[src/rtl/pipe_stall_ctrl_pkg.sv]
// Shared definitions for the pipeline stall sequencer: stall bus type,
// Stop/NoStop levels, canonical stall patterns and hold-FSM encodings.
package pipe_stall_ctrl_pkg;

  localparam int STALL_BUS_W = 6;

  typedef logic [STALL_BUS_W-1:0] stall_bus_t;

  // Per-stage stall level on the bus
  localparam logic STOP    = 1'b1;
  localparam logic NO_STOP = 1'b0;

  // Stall bus bit positions
  localparam int STALL_BIT_PC = 0;
  localparam int STALL_BIT_IF = 1;

  // Canonical stall patterns: ID hazard freezes PC/IF/ID, EX busy adds EX
  localparam stall_bus_t STALL_NONE = 6'b000000;
  localparam stall_bus_t STALL_ID   = 6'b000111;
  localparam stall_bus_t STALL_EX   = 6'b001111;

  typedef enum logic {
    HOLD_RUN  = 1'b0,
    HOLD_HOLD = 1'b1
  } hold_state_e;

endpackage

[src/rtl/pipe_stall_ctrl_inst_hold_buf.sv]
// Instruction hold buffer: freezes the synchronous SRAM read word while the
// front end is stalled and switches back to the live word when released.
module inst_hold_buf
  import pipe_stall_ctrl_pkg::*;
(
  input  logic        clk,
  input  logic        rst,
  input  logic        stall_if,
  input  logic [31:0] inst_sram_rdata,
  output logic [31:0] inst_out,
  output logic        inst_held
);

  hold_state_e state_q;
  hold_state_e state_d;
  logic [31:0] inst_buf;

  // State register
  // NOTE: sequential state is written with non-blocking assignments so every
  // register samples pre-edge values regardless of block ordering.
  always_ff @(posedge clk or posedge rst) begin
    if (rst) begin
      state_q <= HOLD_RUN;
    end else begin
      state_q <= state_d;
    end
  end

  // Capture the word valid in the first stall cycle; later stall cycles keep it
  // NOTE: the buffer is cleared on reset so a held word is never undefined,
  // even though it is only observed after a fresh capture.
  always_ff @(posedge clk or posedge rst) begin
    if (rst) begin
      inst_buf <= 32'h0;
    end else if (state_q == HOLD_RUN && stall_if == STOP) begin
      inst_buf <= inst_sram_rdata;
    end
  end

  // Next-state logic and output mux
  // NOTE: every output of this block gets a default first, so no path can
  // leave a signal unassigned and infer a latch.
  always_comb begin
    state_d   = state_q;
    inst_out  = inst_sram_rdata;
    inst_held = 1'b0;
    case (state_q)
      HOLD_RUN: begin
        if (stall_if == STOP) state_d = HOLD_HOLD;
      end
      HOLD_HOLD: begin
        inst_out  = inst_buf;
        inst_held = 1'b1;
        if (stall_if == NO_STOP) state_d = HOLD_RUN;
      end
      default: state_d = HOLD_RUN;
    endcase
  end

endmodule

[src/rtl/pipe_stall_ctrl.sv]
// Central stall sequencer for the 5-stage pipeline: merges ID/EX stall
// requests onto the stall bus, owns the instruction hold buffer and raises a
// sticky watchdog on runaway stalls.
// Optional macro STALL_PERF_CNT_EN adds the stall_cycles performance counter.
module pipe_stall_ctrl
  import pipe_stall_ctrl_pkg::*;
#(
  parameter int STALL_W   = STALL_BUS_W,
  parameter int MAX_STALL = 64,
  parameter int CNT_W     = 7
) (
  input  logic               clk,
  input  logic               rst,
  input  logic               stallreq_from_id,
  input  logic               stallreq_from_ex,
  input  logic [31:0]        inst_sram_rdata,
  output logic [STALL_W-1:0] stall,
  output logic [31:0]        inst_out,
  output logic               inst_held,
  output logic               stall_timeout
`ifdef STALL_PERF_CNT_EN
  ,
  output logic [31:0]        stall_cycles
`endif
);

  stall_bus_t       stall_enc;
  logic [CNT_W-1:0] scnt;

  // Stall encode: EX busy outranks the ID load-use hazard; MEM/WB never stop
  always_comb begin
    stall_enc = STALL_NONE;
    if (stallreq_from_ex) begin
      stall_enc = STALL_EX;
    end else if (stallreq_from_id) begin
      stall_enc = STALL_ID;
    end
  end

  assign stall = STALL_W'(stall_enc);

  inst_hold_buf u_inst_hold_buf (
    .clk             (clk),
    .rst             (rst),
    .stall_if        (stall_enc[STALL_BIT_IF]),
    .inst_sram_rdata (inst_sram_rdata),
    .inst_out        (inst_out),
    .inst_held       (inst_held)
  );

  // Consecutive-stall counter, saturating at MAX_STALL
  always_ff @(posedge clk or posedge rst) begin
    if (rst) begin
      scnt <= '0;
    end else if (stall_enc[STALL_BIT_PC] == STOP) begin
      if (scnt != CNT_W'(MAX_STALL)) scnt <= scnt + 1'b1;
    end else begin
      scnt <= '0;
    end
  end

  // Watchdog: sets on the edge the counter reaches MAX_STALL, cleared only by reset
  always_ff @(posedge clk or posedge rst) begin
    if (rst) begin
      stall_timeout <= 1'b0;
    end else if (stall_enc[STALL_BIT_PC] == STOP && scnt == CNT_W'(MAX_STALL - 1)) begin
      stall_timeout <= 1'b1;
    end
  end

`ifdef STALL_PERF_CNT_EN
  // Total stalled cycles, wrapping modulo 2^32
  always_ff @(posedge clk or posedge rst) begin
    if (rst) begin
      stall_cycles <= 32'h0;
    end else if (stall_enc[STALL_BIT_PC] == STOP) begin
      stall_cycles <= stall_cycles + 32'h1;
    end
  end
`endif

endmodule

[config.mk]
export PLATFORM = sky130hd
export DESIGN_NAME = pipe_stall_ctrl
export DESIGN_NICKNAME = d
export VERILOG_FILES = /design/src/rtl/pipe_stall_ctrl_pkg.sv /design/src/rtl/pipe_stall_ctrl_inst_hold_buf.sv /design/src/rtl/pipe_stall_ctrl.sv
export SDC_FILE = /design/constraint.sdc
export NUM_CORES = 1
export LEC_CHECK = 0
export BUFFER_PORTS_ARGS = -buffer_cell sky130_fd_sc_hd__buf_2
export CORE_UTILIZATION = 42
export DETAILED_ROUTE_END_ITERATION = 10
export GPL_TIMING_DRIVEN = 0
export PLACE_DENSITY = 0.69
export SKIP_LAST_GASP = 1
export SLEW_MARGIN = 40
export SYNTH_ARGS = -nofsm -noshare
export SYNTH_HDL_FRONTEND = slang
export SYNTH_SLANG_ARGS = --single-unit
export TNS_END_PERCENT = 5
[constraint.sdc]
create_clock -name clk -period 2.8 [get_ports clk]
set_input_delay 0 -clock clk [delete_from_list [all_inputs] [get_ports clk]]
set_output_delay 0 -clock clk [all_outputs]
set_load 0.005 [all_outputs]
---- Word level (Yosys, flattened, before mapping) ----
Index checks and enable logic that the tools add are counted.
word-level totals
  register bits ........................... 41
  bits of input ports ..................... 36
operators by class
  equal/unequal tests ..................... 3
  reduce and logical (&&, ||, !) cells .... 2
  multiplexer cells ....................... 7
  bitwise gates (word level) .............. 1
  add/sub/neg operators ................... 1
operators with widths
  cell                 number
  $mux 32              1
  $mux 7               2
  $add 7x1->7 const B  1
  $eq 7x6->1 const B   1
  $ne 7x7->1 const B   1
  $mux 6               1
  $mux 3               1
  $logic_and 1x1->1    2
  $mux 1               2
  $ne 2x1->1 const B   1
  $not 1->1            1

---- Depth between registers and ports, before layout ----
Gate-level depths: netlist of the first run.
  depth in word-level cells ............... 3
  mapped depth ............................ 6
  depth with buffers taken out ............ 5

---- Cells and area by module ----
From an unflattened synthesis of the first run, not the netlist that was laid out.
second synthesis, totals
  cell total of the unflattened synthesis .. 154
  area, all modules ....................... 2230.9 sq um
by module, submodules not included
  module           area an instance (sq um)  cells each  instances  seq. area each (sq um)
  inst_hold_buf    1765.4                    107         1          825.8
  pipe_stall_ctrl  465.4                     47          1          200.2

---- Worst setup path after synthesis of the first run ----
Ideal clock, no wire load.
  kind .................................... reg-to-reg
  start point ............................. register u_inst_hold_buf.state_q
  end point ............................... register u_inst_hold_buf.inst_buf[0]
  buffers on the path ..................... 3
  data arrival time ....................... 1.226 ns
  cell stages (with the launch flop) ...... 6
  clock period less this slack ............ 1.351 ns
  setup slack ............................. 1.449 ns
  library setup time ...................... 0.125 ns
  required time ........................... 2.675 ns
  path through ............................ dfrtp_1 > clkbuf_1 > nand2b_4 > buf_6 > buf_12 > mux2_4
between the ends
  cells in the longest elaborated chain, start to end .. 2
ends and longest elaborated chain
  element                 line                                 text
  start, declared         pipe_stall_ctrl_inst_hold_buf.sv:14  hold_state_e state_q;
  start signal, assigned  pipe_stall_ctrl_inst_hold_buf.sv:25  state_q <= state_d;
  $not 1->1               pipe_stall_ctrl_inst_hold_buf.sv:35  end else if (state_q == HOLD_RUN && stall_if == STOP) begin
  $logic_and 1x1->1       pipe_stall_ctrl_inst_hold_buf.sv:35
  end signal, assigned    pipe_stall_ctrl_inst_hold_buf.sv:36  inst_buf <= inst_sram_rdata;
  end, declared           pipe_stall_ctrl_inst_hold_buf.sv:16  logic [31:0] inst_buf;
Every way passes these cells.
A chain may end at the register's enable or synchronous reset.

---- Worst setup path after layout of the first run ----
  start point ............................. register u_inst_hold_buf.state_q
  end point ............................... output port inst_out[12]
between the ends
  cells in the longest elaborated chain, start to end .. 1
ends and longest elaborated chain
  element        line                                 text
  $mux 32        pipe_stall_ctrl_inst_hold_buf.sv:47  case (state_q)
  end, declared  pipe_stall_ctrl.sv:18                output logic [31:0] inst_out,
Every way passes these cells.

==> results, run 1 <==
- The count of boundary I/O pins is 76.
- The number of rows in the core area is 26.
- Counting flops with a built-in enable in the synthesized netlist gives 0.
- Adding up every negative setup slack in the final design gives 0 ps.
- The arrival time at the worst endpoint is roughly 1700 ps.
- The die span in y is between 70 and 80 µm.
- The reg-to-reg critical path startpoint is u_inst_hold_buf.state_q$_DFF_PP0_.
- The clock slew at the register clock pins of the worst setup and hold paths is 80 ps.
- Dividing the final minimum period by the clock period gives 0.607.
- In the routed design, unresolved DRC markers number 0.
- Walking the worst path, the cells encountered are clkbuf_1, buf_2, mux2_2, buf_2.
- The worst min-delay path category is in -> reg.
- The overall die width is between 70 and 80 µm.
- The core footprint is 5110 µm².
- The signed area change from the synthesized netlist to the final layout is 39.1%.
- The maximum resistive drop on vdd is around 0.25 mV.
- The H-tree was split into 2 levels.
- The post-route clock skew is roughly 6.7 ps.
- In the final layout, the share of cells above drive strength 1 is 0.608.
- The share of the synthesized netlist area taken by xor and xnor gates is 0.0118.
- After legalization and detailed placement, the total HPWL measured roughly 2.8 mm.
- TritonCTS built the clock tree.
- Dividing the detail-routed wire length by the instance count gives about 13 µm.
- The launch point of the worst hold path is stallreq_from_id.
- In the synthesized netlist the dominant register cell turns out to be sky130_fd_sc_hd__dfrtp_1.
- The sequential cell area fraction in the yosys report is 0.460.
- The via count of the first global-routing pass is about 1600.
- The first detailed-routing pass took 4 iterations.
- The run finished with clean final reports.
- The quantity of I/O buffers inserted on ports is 73.
- Once detail routing completed, the nets flagged for antenna violations numbered 0.
- Counting tap cells, the placed design contains a total of ~300 instances.
- Using the TritonRoute via totals, the vias-per-cell ratio works out to between 4 and 5.
- The clock tree root buffer cell is sky130_fd_sc_hd__clkbuf_8.
- The final weighted congestion in routability-driven placement is 0.742.
- After synthesis, the largest family of logic cells by area is multiplexers.
- The final number of hold-violating endpoints is 0.
- After global routing the overflow that remains totals 0.
- The first global-routing pass estimated just under 7 mm of wire.
- Based on the critical path, the design can be clocked at up to roughly 0.6 GHz.
- Yosys printed 0 warnings.
- The origin of the worst setup path is u_inst_hold_buf.state_q$_DFF_PP0_.
- STA puts the critical path data required time at approximately 2800 ps.
- The most numerous cell in the Yosys netlist is sky130_fd_sc_hd__dfrtp_1.
- The proportion of register bits with asynchronous set or reset after synthesis is 1.00.
- Of the post-synthesis cell area, the part taken by muxes is 0.373.
- The total number of vias is around 1600.
- The initial core utilization is 0.437.
- After layout, the minimum clock period comes to 1700 ps.
- The repair_antennas step left the layout with diodes totalling 0.
- The filler cells instantiated in the layout total between 400 and 500.
- The final number of max-transition violations is 0.
- The final-report setup violation count is 0.
- Summing internal, switching and leakage power gives approximately 1700 µW.
- The number of antenna violations at the first check in global routing is 0.
- The largest driver fanout on the critical path is 10.
- The mean cell area of the mapped netlist is 14.6 µm².
- The die covers approximately 5600 µm².
- Of the total synthesized cell area, the portion taken by full adders, half adders and majority gates is 0.0112.
- The final layout contains just over 300 nets.
- The path type of the worst setup path is reg -> out.
- In this run, synthesis produced a sequential element count of 41.
- For this design the ratio of total power to cell area is roughly 540 nW/µm².
- Counting instances in the post-synthesis netlist gives the leading cell types as sky130_fd_sc_hd__dfrtp_1, sky130_fd_sc_hd__mux2_2, sky130_fd_sc_hd__mux2_4.
- The cell type with the highest occurrence count on the critical path is sky130_fd_sc_hd__buf_2.
- The synthesized-area fraction occupied by ao, oa, aoi and oai cells is 0.0258.
- The fraction of the mapped netlist area in simple logic gates is 0.0482.
- Setup repair after global routing left no endpoint under its margin.
- By area the synthesized netlist is led by sky130_fd_sc_hd__dfrtp_1, sky130_fd_sc_hd__mux2_4, sky130_fd_sc_hd__mux2_2.
- Measured on the finished design, the core utilization comes to 0.608.
- The first routing iteration left 44 violations.
- The cell area that synthesis handed to floorplanning was between 2000 and 2500 µm².
- Max-cap violations in this run came to 0.
- The leakage power is 0.00155 µW.
- The critical path endpoint category is an output port.
- The worst hold margin is between 15 and 20 ps.
- The number of distinct library cells after synthesis is 31.
- Wires add up to approximately 4.5 mm.
- The maximum single-stage delay on the critical path is between 300 and 400 ps.
- The final cell count without fillers is around 340.
- The cell accounting for the most synthesized area is sky130_fd_sc_hd__dfrtp_1.
- The worst setup path is launched from a flip-flop.
- The later pin in the worst-skew pair is clocked with a latency of 280 ps.
- The total track usage is 0.165.
- The synthesized instance count is 153.
- The number of buffers created by CTS is 5.
- The buffer levels on the longest clock path is 2.
- Entering global routing, the biggest net connects 42 pins.
- The slowest library cell on the worst path is sky130_fd_sc_hd__mux2_2.
- The tree built by TritonCTS fans out to 41 sinks.
- The share of synthesized area in the top cell type comes to 0.460.
[where the power goes]
part,switching [µW],total (µW),internal (µW)
Sequential,76.9,776,699
Combinational,183,525,342
Clock,194,367,173
Total,454,1670,1210
[per-layer routing]
layer | up-vias | share of wire | track usage | wire length (µm)
met1 | 765 | 0.45 | 0.194 | 2030
met5 | - | 0 | 0 | 0
met2 | 50 | 0.49 | 0.292 | 2210
li1 | 761 | - | - | -
met3 | 2 | 0.046 | 0.0428 | 207
met4 | 0 | 0.0076 | 0.0566 | 34
[cell families (layout without fill, tap and decap cells)]
group	after synthesis	in the layout
buffers and inverters	18	132
xor gates and xnor gates	3	3
DFF	41	41
AOI/OAI and AO/OA	9	9
other	1	2
adders and majority gates	2	2
muxes	64	64
and+or+nand+nor	15	15
[state kept, by name, indices dropped and copies added (netlist names)]
| signal | count |
|---|---|
| u_inst_hold_buf.inst_buf | 32 |
| u_inst_hold_buf.state_q | 1 |
| stall_timeout | 1 |
| scnt | 7 |
[timing repair]
item	in CTS	in global routing
buffers inserted	0	0
hold buffers	33	0
endpoints found under the setup margin	0	0
hold endpoints to repair	73	0
resized for setup	0	0
[worst max-delay path, delay by kind of cell (launching register included)]
| family | cells | cell delay, ps |
|---|---|---|
| buf+inv | 3 | 700 |
| flops | 1 | 350 |
| mux | 1 | 370 |
[layout by cell type (no fill, tap or decap), drive strengths merged]
cell type / n
clkbuf: 7
dlygate4sd3: 33
inv: 4
xor2: 2
o211ai: 1
xnor2: 1
buf: 86
a41o: 1
nor4: 2
o21ai: 2
a21o: 1
nand2: 2
ha: 2
and2: 1
nand3: 3
conb: 2
or2: 1
clkinv: 2
nor2: 3
or3: 1
a211oi: 1
dfrtp: 41
nand2b: 2
mux2: 64
a21oi: 3
[metrics by stage]
stage                     instance area [µm²]  setup WS [ps]
after floorplan                          2240           1450
after global placement                   2690           1300
after detailed placement                 2690           1290
after CTS                                3100           1060
after global routing                     3100            979
final                                    3100           1100
[worst paths after layout]
| kind | end | slack, ps | depth (start not counted) |
|---|---|---|---|
| hold reg to reg | stall_timeout$_DFFE_PP0P_ | 490 | 1 |
| setup / recovery | inst_out[12] | 1100 | 4 |
| min in group asynchronous | u_inst_hold_buf.inst_buf[19]$_DFFE_PP0P_ | 300 | 3 |
| max in group asynchronous | u_inst_hold_buf.inst_buf[2]$_DFFE_PP0P_ | 2150 | 3 |
| hold / removal | scnt[4]$_DFFE_PP0P_ | 20 | 3 |
| setup reg to reg | u_inst_hold_buf.inst_buf[7]$_DFFE_PP0P_ | 1300 | 5 |
[final cells by class]
type                            instances  area (µm²)  area share
Clock inverter                          2        10.0     0.00322
Tap cell                               70        87.6      0.0282
Inverter                                4        20.0     0.00645
Buffer                                 14         135      0.0435
Timing Repair Buffer                  106         696       0.224
Sequential cell                        41        1030       0.331
Multi-Input combinational cell         95        1060       0.341
Clock buffer                            6        72.6      0.0234
Power figures use the tool's default switching activity.
==> inputs of run 2 (changes only) <==
Clock period 2.8 ns to 1.65 ns, I/O delays scaled along.
==> results, run 2 (synthesis gave the netlist of run 1 again) <==
- The ratio of total power to cell area is roughly 900 nW/µm².
- The buffer levels on the longest clock path is 2.
- Row generation in the floorplan step produced 26 rows.
- The core footprint is roughly 5000 µm².
- The number of maximum-capacitance violations is 0.
- STA classifies the critical path endpoint as an output port.
- The final wirelength is roughly 4.5 mm.
- The initial utilization of the core area, before any placement, comes to 0.437.
- For this design the top-level I/O count stands at 76.
- The flip-flop count of the largest register after layout is 32.
- The residual overflow from global routing is 0.
- The clock tree root buffer cell is sky130_fd_sc_hd__clkbuf_8.
- The global-route wire length before repair is between 6 and 7 mm.
- The total number of vias is about 1600.
- After the flow finishes, the layout carries non-filler instances totaling about 340.
- The clock group share of total power is 0.220.
- Between clock sinks in the finished design, the worst skew comes to approximately 7 ps.
- The number of antenna violations at the first check in global routing is 0.
- In this run the register-to-register setup slack is ~270 ps.
- The worst hold margin is 15.4 ps.
- Relative to the synthesized area, the layout overhead comes to 39.2%.
- In this run the worst path has a maximum fanout of 10.
- Clock latency on the worst-skew pair, taken at its later pin, is around 280 ps.
- The via count of the first global-routing pass came to 1546.
- The number of nets in the finished design is 304.
- Summed over all nets, the half-perimeter wirelength after detailed placement is between 2 and 3 mm.
- The maximum resistive drop on vdd is 0.430 mV.
- The clock slew at the register clock pins of the worst setup and hold paths is roughly 80 ps.
- The part of the cycle the worst path needs is 0.910.
- The floorplan step set the die width to 74.9 µm.
- The cell-internal power is around 2100 µW.
- In this run the worst setup path terminates at inst_out[12].
- The vias per cell is around 4.7.
- The largest net degree at the start of global routing is 42.
- The number of nets with antenna violations after detailed routing is 0.
- The post-place instance area is between 2000 and 3000 µm².
- In the layout the commonest cells are sky130_fd_sc_hd__buf_2, sky130_fd_sc_hd__dfrtp_1, sky130_fd_sc_hd__mux2_2.
- The final-layout fill cell count is between 400 and 500.
- In the routed design, unresolved DRC markers number 0.
- The die outline area is 5610 µm².
- STA classifies the critical path startpoint as a flip-flop.
- The data required time of the critical path is around 1700 ps.
- The launch point of the worst hold path is stallreq_from_id.
- Setup repair after global routing left no endpoint under its margin.
- For this design the static power due to leakage is between 0.0015 and 0.002 µW.
- The fmax is ~0.67 GHz.
- The shortest clock period the worst path allows after layout is roughly 1500 ps.
- In this run the critical register-to-register path is launched from u_inst_hold_buf.state_q$_DFF_PP0_.
- The clock tree from TritonCTS is yes.
- The sum of negative setup slack is 0 ps.
- The clock net in this run drives a total of between 40 and 50 sinks.
- In this run the tool buffered the top-level ports with 73 buffer cells.
- The path type of the worst setup path is reg -> out.
- The final number of max-transition violations is 0.
- The final number of hold-violating endpoints is 0.
- Tracing the worst setup path back leads to its startpoint at u_inst_hold_buf.state_q$_DFF_PP0_.
- From bottom edge to top edge, the die measures ~75 µm.
- The pre-antenna-repair detailed-routing pass consisted of 4 iterations.
- After detailed placement, the design holds a cell count of between 200 and 300.
- The share of total power dissipated in sequential elements is 0.466.
- The total track usage is 0.165.
- The run finished with clean final reports.
- The routed length per instance is roughly 13 µm.
- In the final layout, the registers with the most flip-flops are u_inst_hold_buf.inst_buf (32), scnt (7).
- In this run, CTS created clock tree buffers numbering 5.
- The congestion estimate from routability-driven global placement came to around 0.74.
- The clock tree synthesis step divided the H-tree into 2 levels.
- The worst min-delay path category is in -> reg.
- The total net switching power is 771 µW.
- The final design instance area without fill is around 3100 µm².
- The largest register by flop count is u_inst_hold_buf.inst_buf.
- Of the cells placed in the final design, the portion with a size suffix greater than 1 is 0.610.
- The number of antenna repair diodes is 0.
- The iteration-0 DRC count of the detailed router is 40.
- The logic gate share of total power is 0.314.
- The switching part of the total is 0.272.
- Setup violations remaining at the end of the flow were counted as 0.
- STA puts the critical path data arrival time at approximately 1500 ps.
- The count of cells along the worst register-to-register path is 4.
- The worst register-to-register path ends at u_inst_hold_buf.inst_buf[7]$_DFFE_PP0P_.
- The count of buffers added by post-CTS timing repair for setup is 0.
- The leading cell type in the layout, fill and taps excluded is sky130_fd_sc_hd__buf_2.
## run 2: cell count changes in the layout (fill, tap and decap cells not counted), sizes merged
cell / change
clkbuf: -1
## run 2: routing by layer
layer / track usage / wire length, µm / vias up
met1: 0.195 / 2000 / 755
met2: 0.289 / 2210 / 53
li1: - / - / 758
met4: 0.0566 / 48 / 0
met3: 0.0428 / 214 / 5
met5: 0 / 0 / -
## run 2: timing repair
item                                    CTS  global route
endpoints found under the hold margin    73             0
hold buffers                             33             0
gates resized for setup                   3             0
endpoints found under the setup margin   30             0
## run 2: cell type report
cell class | count | area [µm²] | share of cell area
clock inverter | 2 | 10.0 | 0.00322
timing repair buffer | 106 | 696 | 0.224
inverter | 4 | 20.0 | 0.00644
buffer | 13 | 139 | 0.0447
multi-input combinational | 95 | 1060 | 0.340
tap | 70 | 87.6 | 0.0282
sequential | 41 | 1030 | 0.330
clock buffer | 6 | 72.6 | 0.0233
## run 2: worst max-delay path: stages (launching register included)
cell and delay, ps:
sky130_fd_sc_hd__dfrtp_1 480, sky130_fd_sc_hd__buf_4 250, sky130_fd_sc_hd__mux2_2 360, sky130_fd_sc_hd__buf_2 130
## run 2: power by group through the flow
stage,registers [µW],clock network [µW],logic [µW]
global route,1350,693,981
detailed placement,1330,0,829
global placement,1320,0,816
CTS,1320,662,894
floorplan,1300,0,588
finish,1320,623,890
## run 2: stage by stage
| step | power [µW] | utilization | worst slack [ps] |
|---|---|---|---|
| 2_1_floorplan | 1890 | - | 299 |
| 3_3_place_gp | 2140 | 0.526 | 149 |
| 3_5_place_dp | 2160 | 0.527 | 140 |
| 4_1_cts | 2870 | 0.609 | 109 |
| 5_1_grt | 3020 | 0.609 | 57.9 |
| 6_report | 2830 | 0.609 | 149 |
## run 2: how the worst min path moves through the flow
stage                                                           to  slack (ps)  cells past startpoint
after floorplan                                           stall[3]          80                      1
after global placement    u_inst_hold_buf.inst_buf[21]$_DFFE_PP0P_         240                      2
after detailed placement  u_inst_hold_buf.inst_buf[19]$_DFFE_PP0P_          80                      2
after CTS                                      scnt[4]$_DFFE_PP0P_           8                      3
after global routing                           scnt[4]$_DFFE_PP0P_          20                      3
final                                          scnt[4]$_DFFE_PP0P_          20                      3
